<file path="src/rtl/regfile_pkg.sv">
// Shared register-file definitions used by the writeback arbiter, the RegFile and decode.
// Requester indices double as bit positions in the arbiter request/grant vectors.
package regfile_pkg;

   localparam int NUM_REGS = 32;
   localparam int ADDR_W   = 5;
   localparam int DATA_W   = 32;

   localparam logic [ADDR_W-1:0] ZERO_REG = '0;

   typedef enum logic {
      REQ_A = 1'b0,
      REQ_B = 1'b1
   } req_e;

endpackage

</file>
<file path="src/rtl/rr_arb2.sv">
// Two-way round-robin arbiter: one flop remembers whether B won the last completed handshake.
// On a tie the requester that did not win last time gets the grant.
module rr_arb2
   import regfile_pkg::*;
(
   input  logic       clk,
   input  logic       rst_n,
   input  logic [1:0] req,
   input  logic       accept,
   output logic [1:0] gnt
);

   logic last_b;

   // Reset to "B last" so the first tie after reset goes to A.
   always_ff @(posedge clk) begin
      if (!rst_n) begin
         last_b <= 1'b1;
      end else if (accept) begin
         last_b <= gnt[REQ_B];
      end
   end

   always_comb begin
      gnt = '0;
      if (req[REQ_A] && (!req[REQ_B] || last_b)) begin
         gnt[REQ_A] = 1'b1;
      end else if (req[REQ_B]) begin
         gnt[REQ_B] = 1'b1;
      end
   end

endmodule

</file>
<file path="src/rtl/regfile_wb_arbiter.sv">
// Owns the regfile write port: arbitrates ALU (A) and long-latency (B) writebacks into one
// registered stage, tracks outstanding long-latency destinations, and reports forward/hazard hits.
module regfile_wb_arbiter
   import regfile_pkg::*;
(
   input  logic                clk,
   input  logic                rst_n,
   input  logic                a_valid_i,
   input  logic [ADDR_W-1:0]   a_addr_i,
   input  logic [DATA_W-1:0]   a_data_i,
   output logic                a_ready_o,
   input  logic                b_valid_i,
   input  logic [ADDR_W-1:0]   b_addr_i,
   input  logic [DATA_W-1:0]   b_data_i,
   output logic                b_ready_o,
   input  logic                issue_i,
   input  logic [ADDR_W-1:0]   issue_addr_i,
   input  logic [ADDR_W-1:0]   rd1_i,
   input  logic [ADDR_W-1:0]   rd2_i,
   output logic                we_o,
   output logic [ADDR_W-1:0]   wr_o,
   output logic [DATA_W-1:0]   data_o,
   output logic                fwd1_o,
   output logic                fwd2_o,
   output logic                haz1_o,
   output logic                haz2_o,
   output logic                haz_w_o,
   output logic [NUM_REGS-1:0] busy_o
);

   logic [1:0]          req;
   logic [1:0]          gnt;
   logic                hs_a;
   logic                hs_b;
   logic                we_q;
   logic [ADDR_W-1:0]   wr_q;
   logic [DATA_W-1:0]   data_q;
   logic [NUM_REGS-1:0] busy_q;
   logic [NUM_REGS-1:0] busy_d;

   assign req = {b_valid_i, a_valid_i};

   rr_arb2 u_arb (
      .clk    (clk),
      .rst_n  (rst_n),
      .req    (req),
      .accept (hs_a | hs_b),
      .gnt    (gnt)
   );

   // Grants are masked during reset so nothing handshakes while the stage is being cleared.
   assign a_ready_o = rst_n & gnt[REQ_A];
   assign b_ready_o = rst_n & gnt[REQ_B];
   assign hs_a      = a_valid_i & a_ready_o;
   assign hs_b      = b_valid_i & b_ready_o;

   // Writes to r0 still occupy the stage but never raise the write enable.
   always_ff @(posedge clk) begin
      if (!rst_n) begin
         we_q   <= 1'b0;
         wr_q   <= '0;
         data_q <= '0;
      end else if (hs_a) begin
         we_q   <= (a_addr_i != ZERO_REG);
         wr_q   <= a_addr_i;
         data_q <= a_data_i;
      end else if (hs_b) begin
         we_q   <= (b_addr_i != ZERO_REG);
         wr_q   <= b_addr_i;
         data_q <= b_data_i;
      end else begin
         we_q   <= 1'b0;
      end
   end

   // Clear is applied before set so a same-cycle issue to the retiring register keeps it busy.
   always_comb begin
      busy_d = busy_q;
      if (hs_b) begin
         busy_d[b_addr_i] = 1'b0;
      end
      if (issue_i) begin
         busy_d[issue_addr_i] = 1'b1;
      end
      busy_d[ZERO_REG] = 1'b0;
   end

   always_ff @(posedge clk) begin
      if (!rst_n) begin
         busy_q <= '0;
      end else begin
         busy_q <= busy_d;
      end
   end

   assign we_o   = we_q;
   assign wr_o   = wr_q;
   assign data_o = data_q;
   assign busy_o = busy_q;

   assign fwd1_o  = we_q & (wr_q == rd1_i) & (rd1_i != ZERO_REG);
   assign fwd2_o  = we_q & (wr_q == rd2_i) & (rd2_i != ZERO_REG);
   assign haz1_o  = busy_q[rd1_i] & (rd1_i != ZERO_REG);
   assign haz2_o  = busy_q[rd2_i] & (rd2_i != ZERO_REG);
   assign haz_w_o = busy_q[issue_addr_i] & (issue_addr_i != ZERO_REG);

endmodule

</file>
<file path="config.mk">
export PLATFORM = sky130hd
export DESIGN_NAME = regfile_wb_arbiter
export DESIGN_NICKNAME = d
export VERILOG_FILES = /design/src/rtl/regfile_pkg.sv /design/src/rtl/rr_arb2.sv /design/src/rtl/regfile_wb_arbiter.sv
export SDC_FILE = /design/constraint.sdc
export NUM_CORES = 1
export LEC_CHECK = 0
export CAP_MARGIN = 20
export CORE_UTILIZATION = 45
export CTS_BUF_LIST = sky130_fd_sc_hd__clkbuf_4 sky130_fd_sc_hd__clkbuf_8 sky130_fd_sc_hd__clkbuf_16
export DETAILED_ROUTE_END_ITERATION = 7
export DONT_BUFFER_PORTS = 1
export GPL_TIMING_DRIVEN = 0
export HOLD_SLACK_MARGIN = 0.15
export SYNTH_ARGS = -nofsm -noshare
export SYNTH_HDL_FRONTEND = slang
export SYNTH_SLANG_ARGS = --single-unit
</file>
<file path="constraint.sdc">
create_clock -name clk -period 1.92 [get_ports clk]
set_input_delay 0.384 -clock clk [delete_from_list [all_inputs] [get_ports clk]]
set_output_delay 0.384 -clock clk [all_outputs]
set_load 0.01 [all_outputs]
</file>
==> results_dict.tcl <==
set metrics [dict create \
    ys_ff_latch 70 \
    path_cells "mux4_1 > mux2_4 > nor3b_2 > nor4b_2" \
    min_period_over_period 1.142 \
    wire_per_inst_um 21.08 \
    ctsLongestPathBuffers 2 \
    ys_seq_area_frac 0.3486 \
    critical_path_class "reg -> out" \
    rsz0062_at_grt "yes" \
    critPathMaxStageDelay_ns 0.51 \
    placed_cell_area_mm2 0.004155 \
    io_pins 171 \
    routabilityCongestion 0.9023 \
    startpoint_type "flip-flop" \
    nNetsFinal 544 \
    stdcell_area_mm2 0.004472 \
    syn_inst 439 \
    p_leak_nw 1.501 \
    hold_buffers 0 \
    die_y_um 96.52 \
    yosys_warnings 0 \
    yosysUniqueCellTypes 45 \
    areaGrowthSynthToFinish_pct 11.24 \
    failed_checks "negative setup slack" \
    cts_setup_buffers 0 \
    numPortBuffers 0 \
    critPathTopFamily "multiplexers" \
    layout_min_cycle_time_ns 2.192 \
    clk_pin_slew_ns 0.07 \
    drc 0 \
    rows 34 \
    synth.area.top_cells "dfxtp_1 (35%), a21boi_0 (13%), mux4_2 (9.5%), a22oi_1 (7.7%), nand2_1 (7.5%)" \
    grt_max_degree 13 \
    grt_antenna_before_repair 0 \
    wirelength_um 11870 \
    fill_cells 868 \
    avgSynthCellArea_um2 9.157 \
    cts-root-buf "clkbuf_8" \
    fin_skew_ns 0.006904 \
    drtIter0Drc 261 \
    cp-end-kind "output pin" \
    gr-total-overflow 0 \
    tns_ns -0.5377 \
    hold_class "in -> reg" \
    setup_ws_ns -0.2725 \
    ir_drop_mv 0.4318 \
    drive_gt1_frac 0.2088 \
    globalRouteTotalUtil 0.2507 \
    antenna_left 0 \
    coreArea_mm2 0.008678 \
    grt_pass1_wl_um 17360 \
    worstPathRequired_ns 1.54 \
    path_buf_inv 0 \
    path_max_fanout 5 \
    critPathLaunch "busy_o[9]" \
    start_util 0.4632 \
    htree_levels 3 \
    netlist_area_mm2 0.004020 \
    synth.net_count 533 \
    r2r-start "u_arb.last_b" \
    powerDensity_mw_per_mm2 751.5 \
    first_global_vias 3317 \
    synth_top_cell_by_area "dfxtp_1" \
    synth_top_area_frac 0.3486 \
    max-slew-margin-rel 0.2906 \
    dr.pass1.iters 5 \
    hold_viol 0 \
    stdcell_count 563 \
    status "finished with violations" \
    dr_total_vias 3587 \
    hp-start "b_valid_i" \
    cts_tree "built" \
    viasPerCell 6.371 \
    die_x_um 96.52 \
    dp_cells 547 \
    slew_viol_final 0 \
    fmax_mhz 456.1 \
    cap_violations 0 \
    dp_hpwl_um 8878 \
    arrival_ns 1.81 \
    clock_latency_ns 0.35 \
    cts_sinks 70 \
    cp_slowest_cell "mux4_1" \
    worst_pin_slew_ns 1.062 \
    setup_viol 3 \
    antenna_cells 0 \
    die_area_mm2 0.009315 \
    cts_buffers 9 \
]
placed cells by master (no fill, tap or decap), types with 3 or more instances in the layout:
cell	n
xor2_1	6
dfxtp_4	3
nand4_1	6
buf_6	6
nor2_1	8
nand4b_1	3
clkbuf_1	17
o21ai_0	29
clkbuf_8	10
nor2b_1	3
a22oi_1	37
o41ai_1	9
mux2i_1	4
dfxtp_2	27
a22oi_2	4
nor3b_1	6
buf_2	6
mux4_1	4
a21boi_0	68
a21oi_1	7
mux4_2	17
buf_4	3
dfxtp_1	40
nor3_1	9
nand2_1	80
nand2b_1	3
worst paths after layout:
path	end	slack [ns]	depth (start not counted)
worst max register to register	data_o[13]	0.41	7
worst max-delay path	haz2_o	-0.27	4
worst min register to register	data_o[24]	0.51	2
worst min-delay path	u_arb.last_b	0.19	2
through the flow:
step / util / hold WS (ns) / total power [mW] / setup WS, ns
6_report: 0.5153 / 0.1865 / 3.360 / -0.2725
2_1_floorplan: - / 0.4770 / 1.927 / 0.002701
4_1_cts: 0.5140 / 0.1803 / 3.383 / -0.2604
5_1_grt: 0.5153 / 0.2022 / 3.500 / -0.3045
3_5_place_dp: 0.4788 / 0.5046 / 2.034 / -0.3013
3_3_place_gp: 0.4788 / 0.4950 / 2.024 / -0.3000
where the power goes:
part	internal (mW)	switching [mW]
sequential	1.51	0.0828
clock	0.784	0.571
combinational	0.173	0.239
total	2.47	0.892
worst register-to-register path: cells and delay by family (launching register included):
| kind | cells | cell delay, ns |
|---|---|---|
| buffers and inverters | 3 | 0.33 |
| flip-flops | 1 | 0.34 |
| AND/OR/NAND/NOR | 2 | 0.42 |
| AO/OA/AOI/OAI | 2 | 0.30 |
state kept, by name, summed over array words and instances, names as in the netlist:
register,cells
busy_o,31
data_o,32
u_arb.last_b,1
we_o,1
wr_o,5
repair_timing:
| item | in CTS | in global routing |
|---|---|---|
| resized for setup | 38 | 6 |
| cloned | 0 | 0 |
| pin swaps | 4 | 2 |
| setup endpoints to repair | 3 | 5 |
synth_stat cells:
cell / number
o41ai_1: 9
nand4_1: 6
nand2b_1: 3
buf_4: 2
clkbuf_4: 1
or2_2: 2
nor2b_1: 3
a22oi_1: 41
buf_2: 7
o21ai_1: 1
mux2_2: 1
o32ai_1: 1
nand2_1: 80
mux4_2: 17
nor3b_2: 1
and4b_1: 1
mux2i_1: 5
mux4_1: 4
and3_1: 2
or4_1: 1
nand3_1: 2
buf_1: 1
xnor2_1: 2
a21boi_0: 68
nor4_1: 2
o21ai_0: 29
buf_6: 6
inv_2: 1
xor2_1: 6
nand4bb_1: 1
and3b_1: 2
nand2_4: 1
buf_12: 1
inv_1: 1
and2_1: 2
nor4b_1: 2
clkbuf_1: 19
nor3_1: 9
nand4b_1: 3
a21oi_1: 7
nor2_1: 8
nor3b_1: 6
nand3b_1: 1
conb_1: 1
dfxtp_1: 70
layout make-up:
cell class                      count  area (µm²)  share of cell area
Multi-Input combinational cell    330        2431              0.5436
Sequential cell                    70        1446              0.3234
Buffer                             37       225.2             0.05036
Clock buffer                       11       145.1             0.03246
Tap cell                          108       135.1             0.03022
Clock inverter                      5       81.33             0.01819
Inverter                            2       7.507            0.001679
cells by family after synthesis:
logic type,Yosys count,share of synthesized area
compound gates,156,0.2714
simple gates,138,0.1684
flops,70,0.3486
buf+inv,39,0.05664
mux,27,0.1366
xor+xnor,8,0.01743
other cells,1,0.0009328
routing by layer:
| layer | up-vias | track usage | share of wire |
|---|---|---|---|
| li1 | 1662 | - | - |
| met1 | 1741 | 0.3312 | 0.43 |
| met2 | 165 | 0.3938 | 0.47 |
| met3 | 19 | 0.06025 | 0.089 |
| met4 | 0 | 0.09926 | 0.019 |
| met5 | - | 0 | 0 |
Power figures use the tool's default switching activity.
